$ cat config.mk
export PLATFORM = sky130hd
export DESIGN_NAME = instruction_fetch_unit
export DESIGN_NICKNAME = d
export VERILOG_FILES = /design/src/rtl/cpu_core_pkg.sv /design/src/rtl/fetch_buffer.sv /design/src/rtl/instruction_fetch_unit.sv
export SDC_FILE = /design/constraint.sdc
export NUM_CORES = 1
export LEC_CHECK = 0
export CAP_MARGIN = 20
export CORE_MARGIN = 2
export CORE_UTILIZATION = 25
export DETAILED_ROUTE_END_ITERATION = 16
export GPL_TIMING_DRIVEN = 0
export SLEW_MARGIN = 20
export SYNTH_ARGS = -nofsm -noshare
export SYNTH_HDL_FRONTEND = slang
export SYNTH_SLANG_ARGS = --single-unit
$ cat constraint.sdc
create_clock -name CLK -period 22.6 [get_ports CLK]
set_input_delay 2.26 -clock CLK [delete_from_list [all_inputs] [get_ports CLK]]
set_output_delay 2.26 -clock CLK [all_outputs]
set_load 0.02 [all_outputs]
$ cat src/rtl/cpu_core_pkg.sv
// Shared fetch-path constants and types.
//   RESET_VECTOR_DEFAULT : default first fetch address after reset
//   INSTR_WIDTH          : instruction word width
//   PC_INCREMENT         : byte step between sequential fetches
//   fetch_entry_t        : one buffered instruction {pc, data}
package cpu_core_pkg;

  localparam logic [31:0] RESET_VECTOR_DEFAULT = 32'h0000_0000;
  localparam int unsigned INSTR_WIDTH          = 32;
  localparam logic [31:0] PC_INCREMENT         = 32'd4;

  typedef struct packed {
    logic [31:0]            pc;
    logic [INSTR_WIDTH-1:0] data;
  } fetch_entry_t;

endpackage

$ cat src/rtl/fetch_buffer.sv
// Parameterised FIFO holding fetched instructions.
//   clk, rst_n  : clock, asynchronous active-low reset
//   push        : write push_entry at the tail (caller guarantees !full or pop)
//   pop         : drop the head (caller guarantees !empty)
//   flush       : empty the buffer; overrides push and pop
//   head_entry  : current head (undefined when empty)
//   count       : number of valid entries
//   full, empty : occupancy flags
module fetch_buffer
  import cpu_core_pkg::*;
#(
  parameter int unsigned DEPTH = 2
) (
  input  logic                       clk,
  input  logic                       rst_n,
  input  logic                       push,
  input  fetch_entry_t               push_entry,
  input  logic                       pop,
  input  logic                       flush,
  output fetch_entry_t               head_entry,
  output logic [$clog2(DEPTH+1)-1:0] count,
  output logic                       full,
  output logic                       empty
);

  localparam int unsigned PtrW = (DEPTH > 1) ? $clog2(DEPTH) : 1;
  localparam int unsigned CntW = $clog2(DEPTH + 1);

  fetch_entry_t    mem_q [DEPTH];
  logic [PtrW-1:0] wr_ptr_q, rd_ptr_q;
  logic [CntW-1:0] count_q;

  // DEPTH is a power of two, so pointers wrap by natural overflow.
  always_ff @(posedge clk or negedge rst_n) begin
    if (!rst_n) begin
      wr_ptr_q <= '0;
      rd_ptr_q <= '0;
      count_q  <= '0;
    end else if (flush) begin
      wr_ptr_q <= '0;
      rd_ptr_q <= '0;
      count_q  <= '0;
    end else begin
      if (push) wr_ptr_q <= wr_ptr_q + PtrW'(1);
      if (pop)  rd_ptr_q <= rd_ptr_q + PtrW'(1);
      if (push && !pop)      count_q <= count_q + CntW'(1);
      else if (pop && !push) count_q <= count_q - CntW'(1);
    end
  end

  // Storage needs no reset: contents are only observed while count != 0.
  always_ff @(posedge clk) begin
    if (push && !flush) mem_q[wr_ptr_q] <= push_entry;
  end

  assign head_entry = mem_q[rd_ptr_q];
  assign count      = count_q;
  assign full       = (count_q == CntW'(DEPTH));
  assign empty      = (count_q == '0);

endmodule

$ cat src/rtl/instruction_fetch_unit.sv
// Instruction fetch unit: sequential PC generation, redirect handling and a
// small decoupling buffer between instruction memory and decode.
//   CLK, RESET_N          : clock, asynchronous active-low reset
//   IMEM_ADDRESS          : fetch address (word aligned, equals fetch PC)
//   IMEM_READ_DATA        : instruction word for IMEM_ADDRESS
//   IMEM_BUSYWAIT         : memory not ready, read data invalid
//   REDIRECT_VALID/TARGET : taken branch/jump; flush and refetch from target
//   INSTR_VALID/READY     : handshake with decode
//   INSTR_DATA/INSTR_PC   : head instruction and its address (zero when invalid)
module instruction_fetch_unit
  import cpu_core_pkg::*;
#(
  parameter logic [31:0] RESET_VECTOR = RESET_VECTOR_DEFAULT,
  parameter int unsigned BUF_DEPTH    = 2
) (
  input  logic                   CLK,
  input  logic                   RESET_N,
  output logic [31:0]            IMEM_ADDRESS,
  input  logic [INSTR_WIDTH-1:0] IMEM_READ_DATA,
  input  logic                   IMEM_BUSYWAIT,
  input  logic                   REDIRECT_VALID,
  input  logic [31:0]            REDIRECT_TARGET,
  output logic                   INSTR_VALID,
  input  logic                   INSTR_READY,
  output logic [INSTR_WIDTH-1:0] INSTR_DATA,
  output logic [31:0]            INSTR_PC
);

  localparam logic [31:0] ResetPc = {RESET_VECTOR[31:2], 2'b00};

  logic [31:0]                       pc_q, pc_d;
  logic                              push, pop;
  logic                              buf_full, buf_empty;
  logic [$clog2(BUF_DEPTH+1)-1:0]    buf_count;
  fetch_entry_t                      push_entry, head_entry;

  // Redirect wins: it flushes the buffer, so neither push nor pop takes effect.
  assign pop  = !buf_empty && INSTR_READY && !REDIRECT_VALID;
  assign push = !IMEM_BUSYWAIT && !REDIRECT_VALID && (!buf_full || pop);

  assign push_entry = '{pc: pc_q, data: IMEM_READ_DATA};

  always_comb begin
    pc_d = pc_q;
    if (REDIRECT_VALID) begin
      pc_d = {REDIRECT_TARGET[31:2], 2'b00};
    end else if (push) begin
      pc_d = pc_q + PC_INCREMENT;
    end
  end

  always_ff @(posedge CLK or negedge RESET_N) begin
    if (!RESET_N) pc_q <= ResetPc;
    else          pc_q <= pc_d;
  end

  fetch_buffer #(
    .DEPTH (BUF_DEPTH)
  ) u_fetch_buffer (
    .clk        (CLK),
    .rst_n      (RESET_N),
    .push       (push),
    .push_entry (push_entry),
    .pop        (pop),
    .flush      (REDIRECT_VALID),
    .head_entry (head_entry),
    .count      (buf_count),
    .full       (buf_full),
    .empty      (buf_empty)
  );

  assign IMEM_ADDRESS = pc_q;
  assign INSTR_VALID  = !buf_empty;
  assign INSTR_DATA   = buf_empty ? '0 : head_entry.data;
  assign INSTR_PC     = buf_empty ? '0 : head_entry.pc;

  // Occupancy is fully summarised by full/empty at this level.
  logic unused_count;
  assign unused_count = ^buf_count;

endmodule

Word level (Yosys, flattened, before mapping) --
Memories as Yosys holds them, arrays and structs flattened. Cells that the tools add are included.
Word-level totals: register bits after elaboration 36, bits in writable memories 128, input bits 69, logic and storage cells 42, memories kept 1
Operators by class: eq/ne operators 1, reduce and logical (&&, ||, !) cells 18, $add $sub $neg 5, muxes and demuxes 13
Memories:
- u_fetch_buffer.mem_q | depth 2, width 64, read ports 1, clocked after memory_dff 0, wr ports 1, line fetch_buffer.sv:29 | fetch_entry_t mem_q [DEPTH];
Operators by type and width (count):
- 32-bit 2-to-1 mux | 4
- 32-bit by 3-bit adder with 32-bit output (second input constant) | 1
- 1-bit logical AND | 7
- 1-bit logical NOT | 6
- 1-bit 2-to-1 mux | 6
- 2-bit 2-to-1 mux | 3
- 2-bit nonzero test | 2
- 3-bit nonzero test | 1
- 1-bit adder (second input constant) | 2
- 2-bit by 1-bit adder with 2-bit output (second input constant) | 1
- 2-bit == test (second input constant) | 1
- 2-bit logical NOT | 1
- 2-bit by 1-bit subtractor with 2-bit output (second input constant) | 1
- 1-bit logical OR | 1

Depth between registers and ports, before layout --
Gate-level depths: netlist (run 1).
depth after elaboration 11, gate-level depth with buffers 6

Hierarchy --
Synthesis (run 1) repeated with hierarchy kept, for this count alone.
Second synthesis, totals: cell total of the unflattened synthesis 487, area total of the unflattened synthesis 7090.6 um^2
Modules (own cells, without submodules):
- fetch_buffer | seq. area each 3943.8 um^2, times used 1, cells each 219, area each 4840.9 um^2
- instruction_fetch_unit | seq. area each 750.7 um^2, times used 1, cells each 268, area each 2249.7 um^2

Worst setup path before layout (run 1) --
No wires, ideal clock.
path kind in2reg, start point input REDIRECT_VALID, end point memory u_fetch_buffer.mem_q[1][0] in the netlist's numbering, enable pin, arrival time 8.931 ns, setup time 0.657 ns, buffers on the path 1, path slack 13.013 ns, cell stages on the path 2, path through clkbuf_1 nor4b_1
On the way: word-level cells in the longest chain between the ends 7
RTL lines:
- from (decl) | line instruction_fetch_unit.sv:21 | input logic REDIRECT_VALID,
- 1-bit logical NOT * | line fetch_buffer.sv:53, instruction_fetch_unit.sv:38, instruction_fetch_unit.sv:39
- 1-bit logical AND | line instruction_fetch_unit.sv:38 | assign pop = !buf_empty && INSTR_READY && !REDIRECT_VALID;
- 1-bit logical OR | line instruction_fetch_unit.sv:39 | assign push = !IMEM_BUSYWAIT && !REDIRECT_VALID && (!buf_full || pop);
- 1-bit logical AND | line instruction_fetch_unit.sv:39
- 1-bit logical AND * | line fetch_buffer.sv:53 | if (push && !flush) mem_q[wr_ptr_q] <= push_entry;
- 1-bit 2-to-1 mux * | line fetch_buffer.sv:53
- 1-bit 2-to-1 mux (implied by the code) * | line fetch_buffer.sv:53
- to (decl) | line fetch_buffer.sv:29
Mark *: on every way between the ends. The rest lies on a longest branch, timed or not.

Worst setup path after layout (run 1) --
start point register u_fetch_buffer.count_q[0], in the netlist u_fetch_buffer.count[0], end point output INSTR_PC[18]
On the way: word-level cells in the longest chain between the ends 2
RTL lines:
- from (decl) | line fetch_buffer.sv:31 | logic [CntW-1:0] count_q;
- from (signal assigned) | line fetch_buffer.sv:46 | if (push && !pop) count_q <= count_q + CntW'(1);
- from (signal assigned) | line fetch_buffer.sv:47 | else if (pop && !push) count_q <= count_q - CntW'(1);
- 2-bit logical NOT | line fetch_buffer.sv:59 | assign empty = (count_q == '0);
- 32-bit 2-to-1 mux | line instruction_fetch_unit.sv:75 | assign INSTR_PC = buf_empty ? '0 : head_entry.pc;
- to (decl) | line instruction_fetch_unit.sv:26 | output logic [31:0] INSTR_PC
No other way between the ends.

==> impl_metrics.py, run 1 <==
metrics = {
    "global_route": {
        "grt_pass1_wl_mm": 25.10,
        "grtUsageTotal_pct": 11.95,
        "grt_max_degree": 19,
        "overflow": 0,
        "antenna_found_initial": 0,
        "first_global_vias": 4402,
    },
    "floorplan": {
        "coreArea_sq_mm": 0.02598,
        "num_rows": 59,
        "die_area_sq_mm": 0.02771,
        "io_pins": 166,
        "die_h_microns": 166.5,
        "fp.dieW_microns": 166.5,
        "initial_core_util_pct": 25.39,
    },
    "drt": {
        "first_iter_violations": 211,
        "vias": 4396,
        "wl_per_cell_microns": 16.18,
        "wl_met1_mm": 7.526,
        "wirelength_mm": 16.66,
        "drc": 0,
        "route.met3.wl_microns": 904,
        "routed-wl-met2_mm": 8.084,
        "drt-vias-per-instance": 4.268,
        "dr.max_layer_used": "met4",
        "drtAntennaViolNets": 0,
        "drt_pass1_iterations": 4,
    },
    "cts": {
        "htreeDepth": 4,
        "path_clk_slew_ps": 70,
        "cts_buffer_depth": 2,
        "cts_tree": "built",
        "cts-root-buf": "clkbuf_16",
        "cts_buffers": 17,
        "post_cts_resize_count": 0,
        "cts.sinks": 158,
        "clock_latency_ps": 410,
        "cts_hold_buffers": 0,
        "postCtsSetupBuffers": 0,
    },
    "min_path": {
        "hold-path-cell-count": 0,
        "hold_path_class": "register to register",
    },
    "synthesis": {
        "yosysSeqAreaShare_pct": 69.33,
        "yosysWarnings": 0,
        "synth.most_common_cell": "edfxtp_1",
        "synth_edf_count": 124,
        "syn_area_sq_mm": 0.006598,
        "synth-seq-cells": 158,
        "synth_top_cell_area_share_pct": 56.44,
        "synth_cells": 477,
        "ys_async_sr_fraction_pct": 21.52,
        "synth_top_cell_by_area": "edfxtp_1",
        "netlist_top_cells_count": "edfxtp_1 (124), nor2_1 (70), mux2i_1 (63)",
        "ys.flop_type": "edfxtp_1",
        "netlist-cell-type-count": 37,
        "syn_avg_cell_area_sq_um": 13.83,
        "yosys-top-cells-area": "edfxtp_1 (56%), dfrtp_1 (13%), mux2i_1 (9.6%), nor2_1 (4.0%), xor2_1 (3.2%)",
    },
    "timing": {
        "hold_viol": 0,
        "worst_slew_pin_slew_ps": 880.1,
        "fin_crit_sh_pct": 22.26,
        "skew_ps": 9.182,
        "relSlewSlack_pct": 41.00,
        "setup_violations": 0,
        "clock.fmax_mhz": 198.8,
        "slew_viol_final": 0,
        "tns_ps": 0,
        "grt_setup_unrepaired": "no",
        "final.min_clock_period_ps": 5031,
        "fin_ws_ps": 17570,
    },
    "placement": {
        "routabilityCongestion": 0.7201,
        "place_ws_ps": 17810,
        "hpwl_mm": 12.21,
        "port_buffers": 158,
        "postPlaceCellArea_sq_mm": 0.008787,
    },
    "power": {
        "power.total_mw": 0.7294,
        "power_density_mw_per_mm2": 77.94,
        "irDropWorstVdd_mv": 0.03387,
        "leakagePower_nw": 3.252,
    },
    "layout": {
        "diodes": 0,
        "area_delta_synth_final_pct": 41.85,
        "fill_cells": 2566,
        "drive_gt1_share_pct": 10.65,
        "nets": 752,
        "design_area_sq_mm": 0.009359,
    },
    "setup_path": {
        "cp.required_ps": 20340,
        "worstPathArrival_ps": 2770,
        "crit_type": "register to output pin",
        "r2r_slack_ps": 20400,
        "r2r_cells": 6,
        "cp-start-kind": "register",
        "crit_fanout": 10,
        "end_kind": "output pin",
    },
    "run": {
        "cap_violations": 0,
    },
    "status": {
        "outcome": "completed",
    },
}
-- report_power, final --
part	internal [mW]	switching [mW]	total, mW	leakage [nW]
Clock	0.163	0.116	0.279	0.275
Combinational	0.0502	0.0560	0.106	1.42
Sequential	0.332	0.0124	0.344	1.56
Total	0.545	0.184	0.729	3.25
-- worst max-delay path: stages (launching register included) --
cell and delay (ps):
dfrtp_1 460, nor2_1 690, clkbuf_1 510, nor2_1 140
clkdlybuf4s50_1 570
-- layout make-up --
class | count | area (sq um) | share of cell area, %
inverter | 5 | 18.77 | 0.2005
timing repair buffer | 183 | 1747 | 18.66
clock inverter | 13 | 138.9 | 1.484
sequential | 158 | 4574 | 48.88
clock buffer | 19 | 432.9 | 4.626
multi-input combinational | 291 | 1901 | 20.31
tap | 335 | 419.2 | 4.479
buffer | 26 | 127.6 | 1.364
-- sequential cells by signal, indices dropped and copies added (netlist names) --
register                 count
u_fetch_buffer.wr_ptr_q      1
IMEM_ADDRESS                30
u_fetch_buffer.rd_ptr_q      1
u_fetch_buffer.count         2
u_fetch_buffer.mem_q       124
-- cells in the final DEF (no fill, tap or decap), types with 7 or more instances in the layout --
master,count
edfxtp_1,124
xor2_1,24
clkdlybuf4s50_1,157
xnor2_1,7
dfrtp_1,34
o21ai_0,30
buf_4,13
clkbuf_16,17
nand4_1,12
mux2i_1,63
nand3_1,13
nor2_1,70
buf_2,22
nand2_1,38
clkbuf_1,16
-- worst paths after layout --
check / endpoint / startpoint
worst max-delay path: INSTR_PC[18] / u_fetch_buffer.count[0]$_DFFE_PN0P_
worst min-delay path: u_fetch_buffer.mem_q[1][63]$_DFFE_PP_ / IMEM_ADDRESS[31]$_DFFE_PN0P_
worst max register to register: IMEM_ADDRESS[31]$_DFFE_PN0P_ / IMEM_ADDRESS[9]$_DFFE_PN0P_
worst min register to register: u_fetch_buffer.mem_q[1][63]$_DFFE_PP_ / IMEM_ADDRESS[31]$_DFFE_PN0P_
max in group asynchronous: IMEM_ADDRESS[3]$_DFFE_PN0P_ / RESET_N
min in group asynchronous: IMEM_ADDRESS[15]$_DFFE_PN0P_ / RESET_N
-- cell families after synthesis --
kind of cell	count (synthesis)	share of synthesized area, %
xor+xnor	31	4.115
compound gates	37	2.845
flops	158	69.33
simple gates	155	11.68
mux	63	9.558
buf+inv	31	2.219
fa+ha+maj	1	0.1896
other cells	1	0.05684
-- stage by stage --
step | hold WS (ps) | instances | util (%)
floorplan | 525.1 | 480 | -
detailed placement | 513.7 | 998 | 33.82
global placement | 513.7 | 973 | 33.13
CTS | 528.3 | 1030 | 36.02
global route | 533.7 | 1030 | 36.02
finish | 530.7 | 1030 | 36.02
-- metal layers --
metal / vias up / GRT usage [%]
met3: 10 / 3.779
met2: 123 / 20.00
met5: - / 0
met1: 2135 / 15.16
met4: 0 / 2.736
li1: 2128 / -
Power figures use the tool's default switching activity.
==> run 2, diff against run 1 <==
- clock period: 22.6 -> 5.23 ns (I/O delays scaled with it)
==> run 2 against run 1 <==
Compared with the run above: combinational power rose to 4.4 times the previous value; flip-flop and latch count unchanged; sequential share of layout area is 0.18 points lower; worst hold slack got worse by 460 ps; first-iteration DRC count up 15%; critical endpoint is now INSTR_PC[14]; utilization up 0.13 points; critical path depth unchanged; sequential power increased to 4.3 times the previous value; design area increased by 0.36%; wire length up 1.8%.
==> impl_metrics.py, run 2 (same netlist as run 1, synthesis figures left out) <==
metrics = {
    "floorplan": {
        "die_area_sq_mm": 0.02771,
        "io_pins": 166,
        "coreArea_sq_mm": 0.02598,
        "num_rows": 59,
        "fp.dieW_microns": 166.5,
        "die_h_microns": 166.5,
        "initial_core_util_pct": 25.39,
    },
    "layout": {
        "largest_reg_flops": 124,
        "area_delta_synth_final_pct": 42.37,
        "final_cell_mix": "clkdlybuf4s50_1 (157), edfxtp_1 (124), nor2_1 (70)",
        "final_common_cell": "clkdlybuf4s50_1",
        "drive_gt1_share_pct": 9.343,
        "nets": 742,
        "top_register": "u_fetch_buffer.mem_q",
    },
    "setup_path": {
        "r2r_slack_ps": 3070,
        "rr_endpoint": "IMEM_ADDRESS[31]$_DFFE_PN0P_",
        "worstPathArrival_ps": 2760,
        "crit_buf_inv": 2,
        "cp-start-kind": "register",
        "critPathTopFamily": "buffers and inverters",
        "crit_type": "register to output pin",
        "critPathMaxStageDelay_ps": 680,
        "crit_slowest_cell": "nor2_1",
        "end_kind": "output pin",
        "r2r_cells": 6,
        "cp.required_ps": 4710,
        "r2r_start": "IMEM_ADDRESS[9]$_DFFE_PN0P_",
        "crit_chain": "nor2_1 > clkbuf_1 > nor2_1 > clkdlybuf4s50_1",
        "crit_top_cell": "nor2_1",
        "crit_fanout": 10,
    },
    "run": {
        "cap_violations": 0,
    },
    "timing": {
        "final.min_clock_period_ps": 3284,
        "grt_setup_unrepaired": "no",
        "fin_crit_sh_pct": 62.79,
        "setup_violations": 0,
        "fin_ws_ps": 1946,
        "relSlewSlack_pct": 42.61,
        "slew_viol_final": 0,
        "skew_ps": 7.008,
        "clock.fmax_mhz": 304.5,
        "hold_viol": 0,
        "worst_slew_pin_slew_ps": 857.7,
    },
    "power": {
        "power.switching_mw": 0.7901,
        "seqPwrFrac_pct": 47.0,
        "p_int_mw": 2.378,
        "sw_frac_of_total_pct": 24.94,
        "pwr-share-clk_pct": 38.4,
        "leakagePower_nw": 3.215,
        "power.total_mw": 3.168,
        "combPwrFrac_pct": 14.6,
        "power_density_mw_per_mm2": 337.3,
        "irDropWorstVdd_mv": 0.1908,
    },
    "status": {
        "outcome": "completed",
    },
    "placement": {
        "routabilityCongestion": 0.7367,
        "hpwl_mm": 12.26,
        "place_ws_ps": 2283,
        "port_buffers": 158,
    },
    "cts": {
        "cts.sinks": 158,
        "cts-root-buf": "clkbuf_16",
        "path_clk_slew_ps": 60,
        "post_cts_resize_count": 0,
        "cts_buffer_depth": 2,
        "postCtsSetupBuffers": 0,
        "clock_latency_ps": 410,
        "cts_buffers": 17,
        "cts_hold_buffers": 0,
        "cts_tree": "built",
        "htreeDepth": 4,
    },
    "drt": {
        "wirelength_mm": 16.96,
        "wl_per_cell_microns": 16.61,
        "drc": 0,
        "first_iter_violations": 242,
        "vias": 4431,
        "drt-vias-per-instance": 4.340,
        "drtAntennaViolNets": 0,
        "drt_pass1_iterations": 4,
    },
    "global_route": {
        "grt_pass1_wl_mm": 25.94,
        "overflow": 0,
        "antenna_found_initial": 2,
        "grt_max_degree": 19,
        "grtUsageTotal_pct": 12.34,
        "first_global_vias": 4499,
    },
    "min_path": {
        "hold_path_class": "input pin to asynchronous set/reset pin",
    },
}
-- run 2: changes by cell type in the layout (fill, tap and decap cells not counted), sizes merged --
cell,change
inv,-2
diode,+1
clkinv,-1
clkbuf,+2
buf,-10
clkinvlp,+1
-- run 2: worst reg2reg max path, delay by kind of cell (launching register included) --
kind                   cells  cell delay [ps]
AO/OA/AOI/OAI              1               70
XOR/XNOR                   1              190
buffers and inverters      1              250
flip-flops                 1              510
AND/OR/NAND/NOR            3             1010
-- run 2: worst max-delay path by stage --
stage                                             start                                   end  slack (ps)  cells after the start
detailed placement  u_fetch_buffer.count[0]$_DFFE_PN0P_                          INSTR_PC[19]        2280                      4
CTS                 u_fetch_buffer.count[0]$_DFFE_PN0P_                          INSTR_PC[14]        1810                      4
global route        u_fetch_buffer.count[0]$_DFFE_PN0P_                          INSTR_PC[14]        1700                      4
global placement                          IMEM_BUSYWAIT  u_fetch_buffer.mem_q[0][4]$_DFFE_PP_       -2640                      3
finish              u_fetch_buffer.count[0]$_DFFE_PN0P_                          INSTR_PC[14]        1950                      4
floorplan                                 IMEM_BUSYWAIT  u_fetch_buffer.mem_q[0][0]$_DFFE_PP_         470                      2
-- run 2: power by group through the flow --
stage          combinational, mW  sequential, mW  clock [mW]
6_report                   0.463            1.49        1.22
3_5_place_dp               0.472            1.52           0
4_1_cts                    0.474            1.49        1.25
3_3_place_gp               0.451            1.52           0
5_1_grt                    0.501            1.50        1.31
2_1_floorplan              0.201            1.53           0
-- run 2: layout make-up --
class	instances	area, sq um
inverters	5	18.77
repair buffers	173	1758
well taps	335	419.2
clock inverters	11	113.9
diodes	1	2.502
clock buffers	21	460.4
fillers	2534	16590
multi-input cells	291	1918
plain buffers	26	127.6
flip-flops and latches	158	4574
-- run 2: metal layers --
| metal | vias to the layer above | part of all wire [%] | routed length [microns] | global-route usage [%] |
|---|---|---|---|---|
| li1 | 2110 | - | - | - |
| met1 | 2187 | 44 | 7496 | 15.39 |
| met2 | 120 | 49 | 8271 | 20.57 |
| met3 | 12 | 6.0 | 1015 | 4.230 |
| met4 | 2 | 0.97 | 164 | 3.111 |
| met5 | - | 0.065 | 11 | 0 |
-- run 2: through the flow --
stage | instances | cell area, sq um | TNS (ps) | hold WS (ps) | utilization (%)
finish | 1021 | 9393 | 0 | 72.52 | 36.15
global route | 1020 | 9390 | 0 | 87.35 | 36.14
CTS | 1020 | 9390 | 0 | 63.32 | 36.14
detailed placement | 988 | 8816 | 0 | 510.6 | 33.93
global placement | 973 | 8622 | -326290 | 510.5 | 33.18
floorplan | 480 | 6621 | 0 | 227.4 | -
==> run 3, diff against run 2 <==
- clock period: 5.23 -> 3 ns (I/O delays scaled with it)
==> run 3 against run 2 <==
Compared with the run above: die area unchanged; worst setup slack worse by 1600 ps; final cell count unchanged; clock skew up 4.4 ps; critical path type unchanged; largest cell class unchanged; utilization up 0.11 points; flip-flop and latch count unchanged; total power up 75%; sequential share of layout area down 0.14 points; design area up 0.29%; wire length down 0.11%; combinational power up 74%.
==> impl_metrics.py, run 3 (same netlist as run 1, synthesis figures left out) <==
metrics = {
    "setup_path": {
        "crit_chain": "buf_2 > mux2i_1 > nor2_1 > clkdlybuf4s50_1",
        "worstPathArrival_ps": 2390,
        "critPathMaxStageDelay_ps": 670,
        "r2r_start": "u_fetch_buffer.count[1]$_DFFE_PN0P_",
        "r2r_cells": 5,
        "cp-start-kind": "register",
        "cp.required_ps": 2700,
        "crit_type": "register to output pin",
        "crit_slowest_cell": "clkdlybuf4s50_1",
        "crit_fanout": 10,
        "rr_endpoint": "u_fetch_buffer.mem_q[1][61]$_DFFE_PP_",
        "end_kind": "output pin",
        "r2r_slack_ps": 720,
        "startpoint": "u_fetch_buffer.rd_ptr_q$_DFFE_PN0P_",
        "endpoint": "INSTR_PC[3]",
    },
    "status": {
        "outcome": "completed",
    },
    "placement": {
        "hpwl_mm": 12.27,
        "place_ws_ps": 213.9,
        "numPlacedInstances": 988,
        "port_buffers": 158,
        "postPlaceCellArea_sq_mm": 0.008820,
        "routabilityCongestion": 0.7187,
    },
    "min_path": {
        "hold-path-cell-count": 2,
        "hold_path_class": "input pin to register",
    },
    "timing": {
        "skew_ps": 11.42,
        "worst_slew_pin_slew_ps": 785.8,
        "slew_viol_final": 0,
        "final.min_clock_period_ps": 2688,
        "fin_crit_sh_pct": 89.61,
        "clock.fmax_mhz": 372.0,
        "hold_ws_ps": 333.5,
        "relSlewSlack_pct": 47.33,
        "hold_viol": 0,
        "setup_violations": 0,
        "fin_ws_ps": 311.6,
        "grt_setup_unrepaired": "no",
    },
    "layout": {
        "largest_reg_flops": 124,
        "final_common_cell": "clkdlybuf4s50_1",
        "design_area_sq_mm": 0.009420,
        "drive_gt1_share_pct": 9.489,
        "top_register": "u_fetch_buffer.mem_q",
        "final_cell_mix": "clkdlybuf4s50_1 (157), edfxtp_1 (124), nor2_1 (69)",
        "nets": 742,
        "stdcell_count": 1021,
        "area_delta_synth_final_pct": 42.78,
    },
    "run": {
        "cap_violations": 0,
    },
    "drt": {
        "wl_per_cell_microns": 16.59,
        "first_iter_violations": 248,
        "drc": 0,
        "vias": 4390,
        "drt-vias-per-instance": 4.300,
        "drtAntennaViolNets": 0,
        "drt_pass1_iterations": 4,
        "wirelength_mm": 16.94,
    },
    "power": {
        "irDropWorstVdd_mv": 0.3018,
        "power_density_mw_per_mm2": 590.2,
        "leakagePower_nw": 3.237,
    },
    "cts": {
        "cts.sinks": 158,
        "cts_tree": "built",
        "path_clk_slew_ps": 60,
        "clock_latency_ps": 420,
        "cts_buffer_depth": 2,
        "cts_buffers": 17,
        "postCtsSetupBuffers": 0,
        "cts-root-buf": "clkbuf_16",
        "htreeDepth": 4,
    },
    "floorplan": {
        "io_pins": 166,
        "coreArea_sq_mm": 0.02598,
        "fp.dieW_microns": 166.5,
        "die_h_microns": 166.5,
        "initial_core_util_pct": 25.39,
        "num_rows": 59,
        "die_area_sq_mm": 0.02771,
    },
    "global_route": {
        "overflow": 0,
        "first_global_vias": 4450,
        "antenna_found_initial": 0,
        "grt_max_degree": 21,
        "grt_pass1_wl_mm": 25.85,
        "grtUsageTotal_pct": 12.36,
    },
}
==> run 3: cell count changes in the layout (fill, tap and decap cells not counted), sizes merged <==
cell,change
dlygate4sd3,+1
bufinv,+1
clkinvlp,-3
clkinv,+3
clkbuf,-2
==> run 3: metrics by stage <==
stage / setup TNS (ps) / power (mW) / utilization (%)
3_5_place_dp: 0 / 3.463 / 33.94
2_1_floorplan: -6241 / 3.018 / -
5_1_grt: 0 / 5.824 / 36.24
3_3_place_gp: -243800 / 3.434 / 33.26
4_1_cts: 0 / 5.646 / 36.23
6_report: 0 / 5.560 / 36.25
==> run 3: repair_timing <==
action                     in CTS  in global routing
setup endpoints to repair      60                 27
gates resized for setup         1                  3
hold buffers                    1                  0
hold endpoints to repair       14                  0
==> run 3: final cells by class <==
type                            instances  area (sq um)
Antenna cell                            1         2.502
Buffer                                 25         128.9
Clock buffer                           20         436.7
Clock inverter                         12         146.4
Fill cell                            2557         16560
Inverter                                5         18.77
Multi-Input combinational cell        291          1926
Sequential cell                       158          4574
Tap cell                              335         419.2
Timing Repair Buffer                  174          1768
==> run 3: worst min path at each step <==
| stage | start | to | slack, ps |
|---|---|---|---|
| 4_1_cts | RESET_N | IMEM_ADDRESS[21]$_DFFE_PN0P_ | 330 |
| 5_1_grt | RESET_N | IMEM_ADDRESS[21]$_DFFE_PN0P_ | 360 |
| 3_3_place_gp | IMEM_ADDRESS[31]$_DFFE_PN0P_ | u_fetch_buffer.mem_q[1][63]$_DFFE_PP_ | 520 |
| 6_report | REDIRECT_VALID | IMEM_ADDRESS[13]$_DFFE_PN0P_ | 330 |
| 2_1_floorplan | RESET_N | IMEM_ADDRESS[10]$_DFFE_PN0P_ | 4 |
| 3_5_place_dp | RESET_N | IMEM_ADDRESS[20]$_DFFE_PN0P_ | 260 |
==> run 3: report_power, final <==
part,total (mW),internal [mW],switching [mW]
Clock,2.16,1.30,0.852
Sequential,2.60,2.50,0.0979
Combinational,0.805,0.385,0.420
==> run 3: layer usage <==
metal  global-route usage [%]  share of wire [%]
met5                        0                  0
met4                    3.336                1.4
met3                    3.683                5.6
met2                    20.64                 50
met1                    15.66                 43
==> run 3: critical path: cells and delay by family, from the launching register on <==
kind                   cells  cell delay, ps
buffers and inverters      2            1080
flip-flops                 1             640
AND/OR/NAND/NOR            1             120
multiplexers               1             120
